===== config.mk =====
export PLATFORM = sky130hd
export DESIGN_NAME = rterm_cal_ctrl
export DESIGN_NICKNAME = d
export VERILOG_FILES = /design/src/rtl/rterm_cal_ctrl.sv
export SDC_FILE = /design/constraint.sdc
export NUM_CORES = 1
export LEC_CHECK = 0
export BUFFER_PORTS_ARGS = -buffer_cell sky130_fd_sc_hd__buf_2
export CORE_MARGIN = 2
export CORE_UTILIZATION = 37
export CTS_BUF_LIST = sky130_fd_sc_hd__clkbuf_8
export DETAILED_ROUTE_END_ITERATION = 10
export GPL_TIMING_DRIVEN = 0
export HOLD_SLACK_MARGIN = 0.12
export RECOVER_POWER = 50
export REMOVE_ABC_BUFFERS = 1
export SLEW_MARGIN = 20
export SYNTH_ARGS = -nofsm -noshare
export SYNTH_HDL_FRONTEND = slang
export SYNTH_SLANG_ARGS = --single-unit

===== constraint.sdc =====
create_clock -name CLK_I -period 1.9 [get_ports CLK_I]
set_input_delay 0.38 -clock CLK_I [delete_from_list [all_inputs] [get_ports CLK_I]]
set_output_delay 0.38 -clock CLK_I [all_outputs]
set_load 0.02 [all_outputs]

===== src/rtl/rterm_cal_ctrl.sv =====
// ---------------------------------------------------------------------------
// rterm_cal_ctrl
//
// Sequential calibration controller for the EG1d80V IO termination-trim
// cells. For the selected channel it sweeps the trim code upward from 0. At
// each code it waits a settle time and then majority-filters the
// synchronised comparator output. The first code whose filtered result is 1
// is latched as that channel's stored code.
//
// Ports
//   CLK_I         clock
//   RST_I         asynchronous active-high reset
//   START_I       one-cycle request to calibrate channel CH_SEL_I
//   ABORT_I       abort the running calibration
//   CH_SEL_I      channel to calibrate (sampled with START_I)
//   RESULT_I      raw asynchronous comparator outputs, one per channel
//   MODE_O        one-hot comparator enable for the active channel
//   TRIM_O        per-channel trim drive (thermometer or zero-extended binary)
//   CODE_O        per-channel stored binary code
//   CODE_VALID_O  channel calibrated successfully since reset
//   BUSY_O        calibration in progress
//   DONE_O        one-cycle completion pulse
//   ERR_O         00 ok, 01 low rail, 10 high rail, 11 abort/invalid channel
// ---------------------------------------------------------------------------
module rterm_cal_ctrl #(
  parameter int              CODE_W     = 4,
  parameter int              N_CH       = 2,
  parameter logic [N_CH-1:0] CH_THERMO  = 2'b01,
  parameter int              SETTLE_CYC = 16,
  parameter int              N_SAMPLE   = 4,
  parameter int              RST_CODE   = 0,
  localparam int             MAXC       = 2**CODE_W - 1,
  localparam int             THERMO_W   = MAXC,
  localparam int             CH_W       = (N_CH > 1) ? $clog2(N_CH) : 1
) (
  input  logic                       CLK_I,
  input  logic                       RST_I,
  input  logic                       START_I,
  input  logic                       ABORT_I,
  input  logic [CH_W-1:0]            CH_SEL_I,
  input  logic [N_CH-1:0]            RESULT_I,
  output logic [N_CH-1:0]            MODE_O,
  output logic [N_CH*THERMO_W-1:0]   TRIM_O,
  output logic [N_CH*CODE_W-1:0]     CODE_O,
  output logic [N_CH-1:0]            CODE_VALID_O,
  output logic                       BUSY_O,
  output logic                       DONE_O,
  output logic [1:0]                 ERR_O
);

  localparam int                  ONES_W      = $clog2(N_SAMPLE + 1);
  localparam int                  T_MAX       = (SETTLE_CYC > N_SAMPLE) ? SETTLE_CYC : N_SAMPLE;
  localparam int                  TMR_W       = $clog2(T_MAX + 1);
  localparam logic [TMR_W-1:0]    SETTLE_LAST = TMR_W'(SETTLE_CYC - 1);
  localparam logic [TMR_W-1:0]    SAMPLE_LAST = TMR_W'(N_SAMPLE - 1);
  localparam logic [ONES_W-1:0]   HALF        = ONES_W'(N_SAMPLE / 2);
  localparam logic [CODE_W-1:0]   MAXC_V      = '1;
  localparam logic [CODE_W-1:0]   RST_CODE_V  = CODE_W'(RST_CODE);
  localparam logic [CH_W:0]       N_CH_V      = (CH_W + 1)'(N_CH);

  typedef enum logic [2:0] {
    ST_IDLE,
    ST_SETUP,
    ST_SETTLE,
    ST_SAMPLE,
    ST_DECIDE,
    ST_FIN
  } state_t;

  state_t              state;
  state_t              state_nxt;
  logic [1:0]          err_nxt;
  logic [N_CH-1:0]     res_sync_p0;
  logic [N_CH-1:0]     res_sync_p1;
  logic [CH_W-1:0]     ch_q;
  logic [CODE_W-1:0]   k_q;
  logic [TMR_W-1:0]    tmr_q;
  logic [ONES_W-1:0]   ones_q;
  logic [CODE_W-1:0]   code_q [N_CH];
  logic [N_CH-1:0]     code_valid_q;
  logic [1:0]          err_q;
  logic                ch_valid;
  logic                hit;
  logic                at_max;
  logic                sweeping;

  function automatic logic [THERMO_W-1:0] thermo_enc(input logic [CODE_W-1:0] k);
    logic [THERMO_W-1:0] t;
    t = '0;
    for (int i = 0; i < THERMO_W; i++) begin
      t[i] = (i < int'(k));
    end
    return t;
  endfunction

  function automatic logic [THERMO_W-1:0] binary_enc(input logic [CODE_W-1:0] k);
    return THERMO_W'(k);
  endfunction

  assign ch_valid = ({1'b0, CH_SEL_I} < N_CH_V);
  assign hit      = (ones_q > HALF);
  assign at_max   = (k_q == MAXC_V);
  assign sweeping = (state == ST_SETUP) || (state == ST_SETTLE) ||
                    (state == ST_SAMPLE) || (state == ST_DECIDE);

  // ---- state register ----
  always_ff @(posedge CLK_I or posedge RST_I) begin
    if (RST_I) begin
      state <= ST_IDLE;
    end else begin
      state <= state_nxt;
    end
  end

  always_comb begin
    state_nxt = state;
    err_nxt   = 2'b11;
    case (state)
      ST_IDLE: begin
        if (START_I) begin
          state_nxt = ch_valid ? ST_SETUP : ST_FIN;
        end
      end
      ST_SETUP:  state_nxt = ST_SETTLE;
      ST_SETTLE: if (tmr_q == SETTLE_LAST) state_nxt = ST_SAMPLE;
      ST_SAMPLE: if (tmr_q == SAMPLE_LAST) state_nxt = ST_DECIDE;
      ST_DECIDE: begin
        if (hit) begin
          state_nxt = ST_FIN;
          err_nxt   = (k_q == '0) ? 2'b01 : 2'b00;
        end else if (at_max) begin
          state_nxt = ST_FIN;
          err_nxt   = 2'b10;
        end else begin
          state_nxt = ST_SETTLE;
        end
      end
      ST_FIN:  state_nxt = ST_IDLE;
      default: state_nxt = ST_IDLE;
    endcase
    // Abort wins over anything DECIDE concluded in the same cycle.
    if (ABORT_I && (state != ST_IDLE) && (state != ST_FIN)) begin
      state_nxt = ST_FIN;
      err_nxt   = 2'b11;
    end
  end

  // ---- synchroniser p0 -> p1, sweep datapath ----
  always_ff @(posedge CLK_I or posedge RST_I) begin
    if (RST_I) begin
      res_sync_p0  <= '0;
      res_sync_p1  <= '0;
      ch_q         <= '0;
      k_q          <= '0;
      tmr_q        <= '0;
      ones_q       <= '0;
      code_valid_q <= '0;
      err_q        <= 2'b00;
      for (int c = 0; c < N_CH; c++) begin
        code_q[c] <= RST_CODE_V;
      end
    end else begin
      res_sync_p0 <= RESULT_I;
      res_sync_p1 <= res_sync_p0;
      // Timer restarts on every state change, so each state counts from 0.
      tmr_q <= (state_nxt != state) ? '0 : tmr_q + 1'b1;
      case (state)
        ST_IDLE: begin
          if (START_I && ch_valid) begin
            ch_q <= CH_SEL_I;
            k_q  <= '0;
          end
        end
        ST_SETUP: ones_q <= '0;
        ST_SAMPLE: begin
          if (res_sync_p1[ch_q]) begin
            ones_q <= ones_q + 1'b1;
          end
        end
        ST_DECIDE: begin
          if (!ABORT_I) begin
            if (hit || at_max) begin
              code_q[ch_q] <= k_q;
              if (hit && (k_q != '0)) begin
                code_valid_q[ch_q] <= 1'b1;
              end
            end else begin
              k_q    <= k_q + 1'b1;
              ones_q <= '0;
            end
          end
        end
        default: ;
      endcase
      if (state_nxt == ST_FIN) begin
        err_q <= err_nxt;
      end
    end
  end

  // ---- output encode ----
  for (genvar g = 0; g < N_CH; g++) begin : g_ch
    logic              active;
    logic [CODE_W-1:0] cur_code;
    assign active    = sweeping && (ch_q == CH_W'(g));
    assign cur_code  = active ? k_q : code_q[g];
    assign MODE_O[g] = active;
    assign TRIM_O[g*THERMO_W +: THERMO_W] = CH_THERMO[g] ? thermo_enc(cur_code)
                                                         : binary_enc(cur_code);
    assign CODE_O[g*CODE_W +: CODE_W] = code_q[g];
  end

  assign CODE_VALID_O = code_valid_q;
  assign BUSY_O       = sweeping;
  assign DONE_O       = (state == ST_FIN);
  assign ERR_O        = err_q;

endmodule

Word-level counts from Yosys, hierarchy flattened
Index checks and enable logic that the tools add are counted.

operators by class
  add/sub/neg operators = 3
  $lt $le $gt $ge = 20
  equal/unequal tests = 15
  mux-type cells = 30
  bitwise gates (word level) = 4
  reductions and logical operators = 22

operators with widths
  kind                                                  number
  < comparator 4 bit (first input constant)             7
  2-to-1 mux 3 bit                                      9
  2-to-1 mux 4 bit                                      6
  < comparator 3 x 4 -> 1 bit (first input constant)    4
  case mux 3 bit (5 select lines)                       1
  AND reduction 4 bit                                   3
  equality test 3 bit (second input constant)           3
  case mux 3 bit (3 select lines)                       1
  bitwise mux 8 bit                                     1
  < comparator 1 x 4 -> 1 bit (first input constant)    2
  < comparator 2 x 4 -> 1 bit (first input constant)    2
  case mux 4 bit (2 select lines)                       1
  logical AND 1 bit                                     7
  equality test 3 x 2 -> 1 bit (second input constant)  2
  2-to-1 mux 2 bit                                      3
  != test 2 bit (second input constant)                 3
  nonzero test 3 bit                                    2
  adder 5 x 1 -> 5 bit (second input constant)          1
  equality test 5 x 2 -> 1 bit (second input constant)  1
  equality test 5 x 4 -> 1 bit (second input constant)  1
  2-to-1 mux 1 bit                                      5
  2-to-1 mux 5 bit                                      1
  adder 4 x 1 -> 4 bit (second input constant)          1
  demux 4 bit (select 1 bit)                            1
  other kinds (22)                                      26

storage, ports and cells
  register bits = 32
  bits of input ports = 7
  logic and storage cells = 105

Depth between registers and ports, before layout
Gate-level depths: netlist (run 1).

  word-level depth = 7
  depth in mapped cells = 7

Least setup slack after synthesis (run 1)
Ideal clock, no wire load.

  path kind = register to output
  from = register state[0]
  to = output port TRIM_O[6]
  arrival time = 1.839 ns
  data required time = 1.520 ns
  slack = -0.319 ns
  stages on the path, launching flop included = 5
  path through = dfrtp_1 o21a_1 nor3_4 mux2_2 o21ai_0

on the way
  word-level cells in the longest chain between the ends = 7
  elaborated cells on any way between the ends = 10
  those cells by class = 1 x order compare; 4 x eq/ne; 1 x mux; 4 x reduce/logical

RTL lines
  element                                                                       RTL line  RTL
  from (decl)                                                                   70        state_t state;
  from (signal assigned)                                                        111       state <= state_nxt;
  equality test 3 x 1 -> 1 bit or equality test 3 x 2 -> 1 bit (tied branches)  103       assign sweeping = (state == ST_SETUP) || (state == ST_SETTLE) ||
  logical OR 1 bit (2 in a row)                                                 103
  logical OR 1 bit (*)                                                          104       (state == ST_SAMPLE) || (state == ST_DECIDE);
  logical AND 1 bit (*)                                                         205       assign active = sweeping && (ch_q == CH_W'(g));
  named net g_ch[0].active                                                      203       logic active;
  2-to-1 mux 4 bit (*)                                                          206       assign cur_code = active ? k_q : code_q[g];
  < comparator 3 x 4 -> 1 bit (*)                                               91        t[i] = (i < int'(k));
  to (decl)                                                                     43        output logic [N_CH*THERMO_W-1:0] TRIM_O,

Mark *: on every way through the listed nets, which the timed path passes. The rest lies on a longest branch.

Worst setup path after layout (run 1)
  from = register state[1]
  to = output port TRIM_O[4]

on the way
  word-level cells in the longest chain between the ends = 7
  elaborated cells on any way between the ends = 10
  those cells by class = 1 x order compare; 4 x eq/ne; 1 x mux; 4 x reduce/logical

RTL lines
  element                                                                       RTL line
  equality test 3 x 1 -> 1 bit or equality test 3 x 2 -> 1 bit (tied branches)  103
  logical OR 1 bit (2 in a row)                                                 103
  logical OR 1 bit (*)                                                          104
  logical AND 1 bit (*)                                                         205
  2-to-1 mux 4 bit (*)                                                          206
  < comparator 3 x 4 -> 1 bit (*)                                               91

Every way passes the cells marked *; elsewhere a longest branch is shown, timed or not.

==> results of run 1 <==
## cells by family (layout without fill, tap and decap cells)
group,count (synthesis),in the layout,synth area share (%)
mux,23,24,12.6
fa+ha+maj,6,6,3.77
flops,32,32,40.2
simple gates,63,63,18.6
compound gates,38,38,13.3
other cells,1,11,0.188
xor+xnor,3,3,1.32
buf+inv,37,79,9.99
## power breakdown
part           switching [mW]  leakage, nW  internal [mW]
Clock                   0.250       0.0510          0.289
Combinational           0.916        0.784          0.779
Sequential              0.157        0.411          0.779
Total                    1.32         1.25           1.85
## per-stage QoR
step / instance area, um2 / setup TNS, ns / setup WS [ns]
floorplan: 1880 / -11.01 / -0.831
global placement: 2170 / -14.68 / -0.877
detailed placement: 2170 / -15.46 / -0.914
CTS: 2470 / -6.89 / -0.383
global route: 2610 / -9.56 / -0.541
finish: 2610 / -7.07 / -0.435
## cells in the final DEF (no fill, tap or decap), types with 3 or more instances in the layout
master    netlist  layout
dfrtp_2         0       6
inv_1          13      13
conb_1          1      11
o31ai_2         0       3
buf_4          14      21
mux2i_1         6       3
nand3_1         7       7
a22o_1          3       3
nor2_1         15      15
nand2_1        11      10
mux2i_4         0       4
o21ai_1         0       3
clkbuf_8        0       6
nand3b_1        3       3
buf_2           6      34
ha_1            6       4
dfrtp_1        32      26
mux2_2         17      13
or3_1           6       5
o21ai_0        10       7
mux2_4          0       4
a21oi_1         5       5
## worst max-delay path, stage by stage (launching register included)
cell,delay (ns)
dfrtp_2,0.43
o21a_1,0.23
nor3_4,0.16
buf_6,0.15
mux2_2,0.36
o21ai_1,0.16
buf_4,0.17
## final cells by class
cell class	count	share of cell area [%]
Tap cell	70	3.35
Clock inverter	2	0.383
Multi-Input combinational cell	145	46.1
Clock buffer	6	3.16
Sequential cell	32	30.9
Timing Repair Buffer	58	14.2
Inverter	13	1.87
## metal layers
| layer | vias to the layer above | global-route usage, % |
|---|---|---|
| met5 | - | 0 |
| met4 | 0 | 4.29 |
| met3 | 9 | 3.95 |
| met2 | 43 | 25.2 |
| met1 | 796 | 21.2 |
| li1 | 800 | - |
## worst paths after layout
check                           slack, ns  depth (start not counted)              to            from
worst max-delay path                -0.44                          6       TRIM_O[4]        state[1]
worst min-delay path                 0.20                          1  res_sync_p0[1]     RESULT_I[1]
worst max register to register      -0.01                          7       CODE_O[3]       ones_q[0]
worst min register to register       0.35                          0  res_sync_p1[1]  res_sync_p0[1]
max in group asynchronous            0.70                          2          k_q[0]           RST_I
min in group asynchronous            0.40                          2  res_sync_p1[0]           RST_I
## timing repair
| action | in CTS | in global routing |
|---|---|---|
| buffers inserted | 11 | 7 |
| hold buffers | 0 | 0 |
| gates resized for setup | 28 | 21 |
| cloned | 1 | 0 |
| setup endpoints to repair | 38 | 32 |
| pin swaps | 4 | 4 |
## registers in the layout, indices dropped and copies added (netlist names)
| name | flops |
|---|---|
| CODE_O | 8 |
| CODE_VALID_O | 2 |
| ERR_O | 2 |
| ch_q | 1 |
| k_q | 4 |
| ones_q | 3 |
| res_sync_p0 | 2 |
| res_sync_p1 | 2 |
| state | 3 |
| tmr_q | 5 |
==> flow_summary_export.csv, run 1 <==
group,metric,value,unit
floorplan,die_x,77.4,um
run_status,violations,"setup timing",
final_layout,drive_above_1_share,44.1,%
sta,finalHoldViolCount,0,
grt,overflow,0,
run_status,outcome,"complete, but fails checks",
sta,worst-slew-pin-transition,1.19,ns
logic_synthesis,yosysTopAreaCell,"dfrtp_1",
logic_synthesis,synth-edff-count,0,
detailed_routing,drc,0,
logic_synthesis,synth_cell_types,44,
sta,maxSlewViolCount,0,
sta,setup_viol,21,
logic_synthesis,avgSynthCellArea,9.81,um2
sta,min_period,2.34,ns
final_layout,post-route-util,50.8,%
final_layout,area_delta_synth_final,31.2,%
min_path,min_path_type,"in2reg",
sta,slew_headroom,20.8,%
critical_path,crit_path_end_kind,"primary output",
detailed_routing,wl_per_cell,14.3,um
logic_synthesis,synth_seq_cells,32,
grt,track_usage,15.7,%
detailed_routing,met1_length,2120,um
detailed_routing,drt_iter0_markers,71,
placed_design,dp_hpwl,2900,um
power_and_ir_drop,power_density,1210,mW/mm2
cts,cts.sinks,32,
logic_synthesis,async_reset_ff_share,100,%
grt,antenna_found_initial,0,
logic_synthesis,synth_area_leaders,"dfrtp_1 40%, mux2_2 9.6%, buf_4 5.3%, ha_1 3.8%, mux2i_1 3.0%",
critical_path,cp.required,1.52,ns
final_layout,antenna_cells,0,
placed_design,port_buffers,41,
logic_synthesis,yosys_warnings,0,
detailed_routing,wl_met3,206,um
detailed_routing,top_layer_used,"met4",
floorplan,core,0.00514,mm2
flow_run,cap_violations,0,
cts,cts_tree,"built",
detailed_routing,dr_wl_met2,2290,um
power_and_ir_drop,power_leakage,1.25,nW
cts,h-tree-depth,2,
cts,clk_pin_slew_worst_paths,0.07,ns
floorplan,num_rows,26,
logic_synthesis,synth.cell_area,0.00199,mm2
floorplan,die_y,77.4,um
cts,clock_latency,0.28,ns
sta,rsz0062_at_grt,"true",
logic_synthesis,synthFlopType,"dfrtp_1",
placed_design,gp_congestion,0.793,
final_layout,fin_cells,326,
final_layout,multi_input_area,0.00120,mm2
floorplan,die-area,0.00598,mm2
logic_synthesis,yosys.area.top_type_share,40.2,%
placed_design,placedCellCount,300,
critical_path,startpoint_type,"flip-flop",
floorplan,start_util,38.7,%
floorplan,io_pins,53,
sta,fmax,428,MHz
logic_synthesis,yosysMostFrequentCell,"dfrtp_1",
cts,cts-root-buf,"clkbuf_8",
logic_synthesis,yosys-top-cells-count,"32 x dfrtp_1, 17 x mux2_2, 15 x nor2_1, 14 x buf_4, 13 x inv_1",
final_layout,final_nets,268,
critical_path,arrival,1.96,ns
power_and_ir_drop,p_total,3.17,mW
detailed_routing,drt_wl_total,4670,um
detailed_routing,route.vias.total,1648,
sta,period_share,123,%
logic_synthesis,ys_seq_area_share,40.2,%
grt,grt_pass1_wl,7470,um
detailed_routing,final_antenna_net_count,0,
final_layout,fillers,499,
cts,cts_buffers,5,
grt,first_global_vias,1544,
detailed_routing,vias_per_cell,5.06,
logic_synthesis,syn_inst,203,
critical_path,path_class,"reg2out",
sta,hold-worst-slack,0.198,ns
sta,clock_skew,0.00279,ns
cts,cts_max_path_buffers,2,
power_and_ir_drop,max-vdd-ir-drop,0.000587,V
detailed_routing,dr.pass1.iters,6,
final_layout,regArea,808,um2
critical_path,path_max_fanout,5,
sta,worst_slack,-0.435,ns
grt,grt_max_degree,33,
No activity file was read; power rests on OpenSTA's default activity.
==> run 2: changes to the inputs <==
Settings changed: SETUP_SLACK_MARGIN set to 0.02.
==> run 2 against run 1 <==
  * Highest routed layer unchanged
  * The run still ends with setup timing left
  * Non-clock buffer count increased by 1
  * Combinational power about the same
  * Core utilization increased by 0.41 points
  * Register-to-register slack improved by 0.11 ns
  * Critical path type unchanged
==> flow_summary_export.csv, run 2 (same netlist as run 1, synthesis figures left out) <==
group,metric,value,unit
floorplan,die_y,77.4,um
detailed_routing,wl_per_cell,14.2,um
cts,cts_hold_buf,0,
grt,overflow,0,
final_layout,fillers,492,
power_and_ir_drop,p_sw_share,42.0,%
power_and_ir_drop,p_total,3.16,mW
sta,maxSlewViolCount,0,
final_layout,final_cell_mix,"31 x buf_2, 26 x dfrtp_1, 20 x buf_4",
sta,worst-slew-pin-transition,1.19,ns
cts,h-tree-depth,2,
cts,cts_buffers,5,
detailed_routing,drt_wl_total,4660,um
grt,grt_util_met2,25.7,%
sta,worst_slack,-0.429,ns
power_and_ir_drop,power_density,1200,mW/mm2
grt,first_global_vias,1561,
detailed_routing,drt_iter0_markers,128,
detailed_routing,route.vias.total,1636,
final_layout,layout_commonest_cell,"buf_2",
detailed_routing,vias_per_cell,5.00,
cts,cts-root-buf,"clkbuf_8",
power_and_ir_drop,p_int,1.83,mW
final_layout,area_delta_synth_final,32.3,%
sta,min_period,2.33,ns
power_and_ir_drop,p_sw,1.32,mW
floorplan,start_util,38.7,%
cts,cts_tree,"built",
placed_design,dp_hpwl,2900,um
sta,period_share,123,%
grt,groute.layer.met3.usage,3.95,%
final_layout,final_nets,269,
grt,top_usage_layer,"met2",
sta,rsz0062_at_grt,"true",
final_layout,regArea,808,um2
final_layout,largest_reg_flops,8,
critical_path,startpoint_type,"flip-flop",
final_layout,multi_input_area,0.00121,mm2
sta,slew_headroom,20.5,%
cts,clock_latency,0.28,ns
power_and_ir_drop,p_seq_share,29.4,%
cts,cts.sinks,32,
min_path,min_path_type,"in2reg",
detailed_routing,drc,0,
sta,clock_skew,0.00380,ns
power_and_ir_drop,p_comb_share,53.4,%
critical_path,path_max_fanout,6,
sta,setup_tns,-7.22,ns
grt,grt_pass1_wl,7580,um
floorplan,die-area,0.00598,mm2
detailed_routing,final_antenna_net_count,0,
critical_path,path_class,"reg2out",
placed_design,port_buffers,41,
flow_run,cap_violations,0,
power_and_ir_drop,power_leakage,1.25,nW
floorplan,io_pins,53,
power_and_ir_drop,power_frac_clock,17.1,%
critical_path,cp.required,1.52,ns
sta,finalHoldViolCount,0,
run_status,violations,"setup timing",
cts,cts_max_path_buffers,2,
grt,track_usage,15.9,%
sta,setup_viol,20,
detailed_routing,dr.pass1.iters,4,
cts,clk_pin_slew_worst_paths,0.07,ns
grt,antenna_found_initial,0,
critical_path,crit_path_end_kind,"primary output",
placed_design,gp_congestion,0.793,
sta,fmax,429,MHz
critical_path,arrival,1.95,ns
final_layout,drive_above_1_share,43.2,%
final_layout,antenna_cells,0,
grt,met1_usage,21.4,%
power_and_ir_drop,max-vdd-ir-drop,0.000722,V
floorplan,num_rows,26,
floorplan,core,0.00514,mm2
floorplan,die_x,77.4,um
run_status,outcome,"complete, but fails checks",
grt,grt_max_degree,33,
==> run 2: cell type report <==
type / instances / area share [%]
multi-input cells: 145 / 46.1
clock buffers: 6 / 3.14
inverters: 13 / 1.85
clock inverters: 2 / 0.380
flip-flops and latches: 32 / 30.7
well taps: 70 / 3.33
repair buffers: 59 / 14.5
==> run 2: power groups by stage <==
stage	registers (mW)	logic (mW)	clock network, mW
floorplan	0.940	0.811	0
global placement	1.00	1.03	0
detailed placement	1.00	1.04	0
CTS	0.938	1.47	0.552
global route	0.942	1.83	0.582
finish	0.928	1.69	0.541
==> run 2: stage by stage <==
stage / cells / setup slack (ns) / hold WS (ns) / util (%) / area, um2
after global routing: 327 / -0.549 / 0.186 / 51.2 / 2630
after CTS: 321 / -0.383 / 0.195 / 48.4 / 2490
after global placement: 300 / -0.877 / 0.333 / 42.2 / 2170
after detailed placement: 300 / -0.914 / 0.341 / 42.2 / 2170
after floorplan: 189 / -0.831 / 0.331 / - / 1880
final: 327 / -0.429 / 0.198 / 51.2 / 2630
==> run 2: worst paths after layout <==
| check | from | endpoint | slack, ns | depth (start not counted) |
|---|---|---|---|---|
| max reg2reg | ones_q[1] | tmr_q[0] | 0.10 | 5 |
| min | RESULT_I[1] | res_sync_p0[1] | 0.20 | 1 |
| min reg2reg | res_sync_p0[1] | res_sync_p1[1] | 0.35 | 0 |
| min in group asynchronous | RST_I | res_sync_p1[0] | 0.40 | 2 |
| max | state[1] | TRIM_O[6] | -0.43 | 6 |
| max in group asynchronous | RST_I | k_q[0] | 0.69 | 2 |
==> run 2: worst max-delay path: stages (launching register included) <==
cell	delay, ns
dfrtp_2	0.43
o21a_1	0.23
nor3_4	0.16
buf_4	0.19
mux2i_4	0.34
o21ai_1	0.14
buf_2	0.17
==> run 2: routing by layer <==
metal | part of all wire, % | vias up
met4 | 0.73 | 0
met3 | 3.7 | 4
met5 | 0 | -
met1 | 46 | 794
met2 | 50 | 35
li1 | - | 803
==> run 2: what timing repair did <==
item | 4_1_cts | 5_1_grt
pin swaps | 5 | 5
gates cloned | 1 | 0
endpoints found under the setup margin | 38 | 32
buffers inserted | 13 | 6
resized for setup | 31 | 21
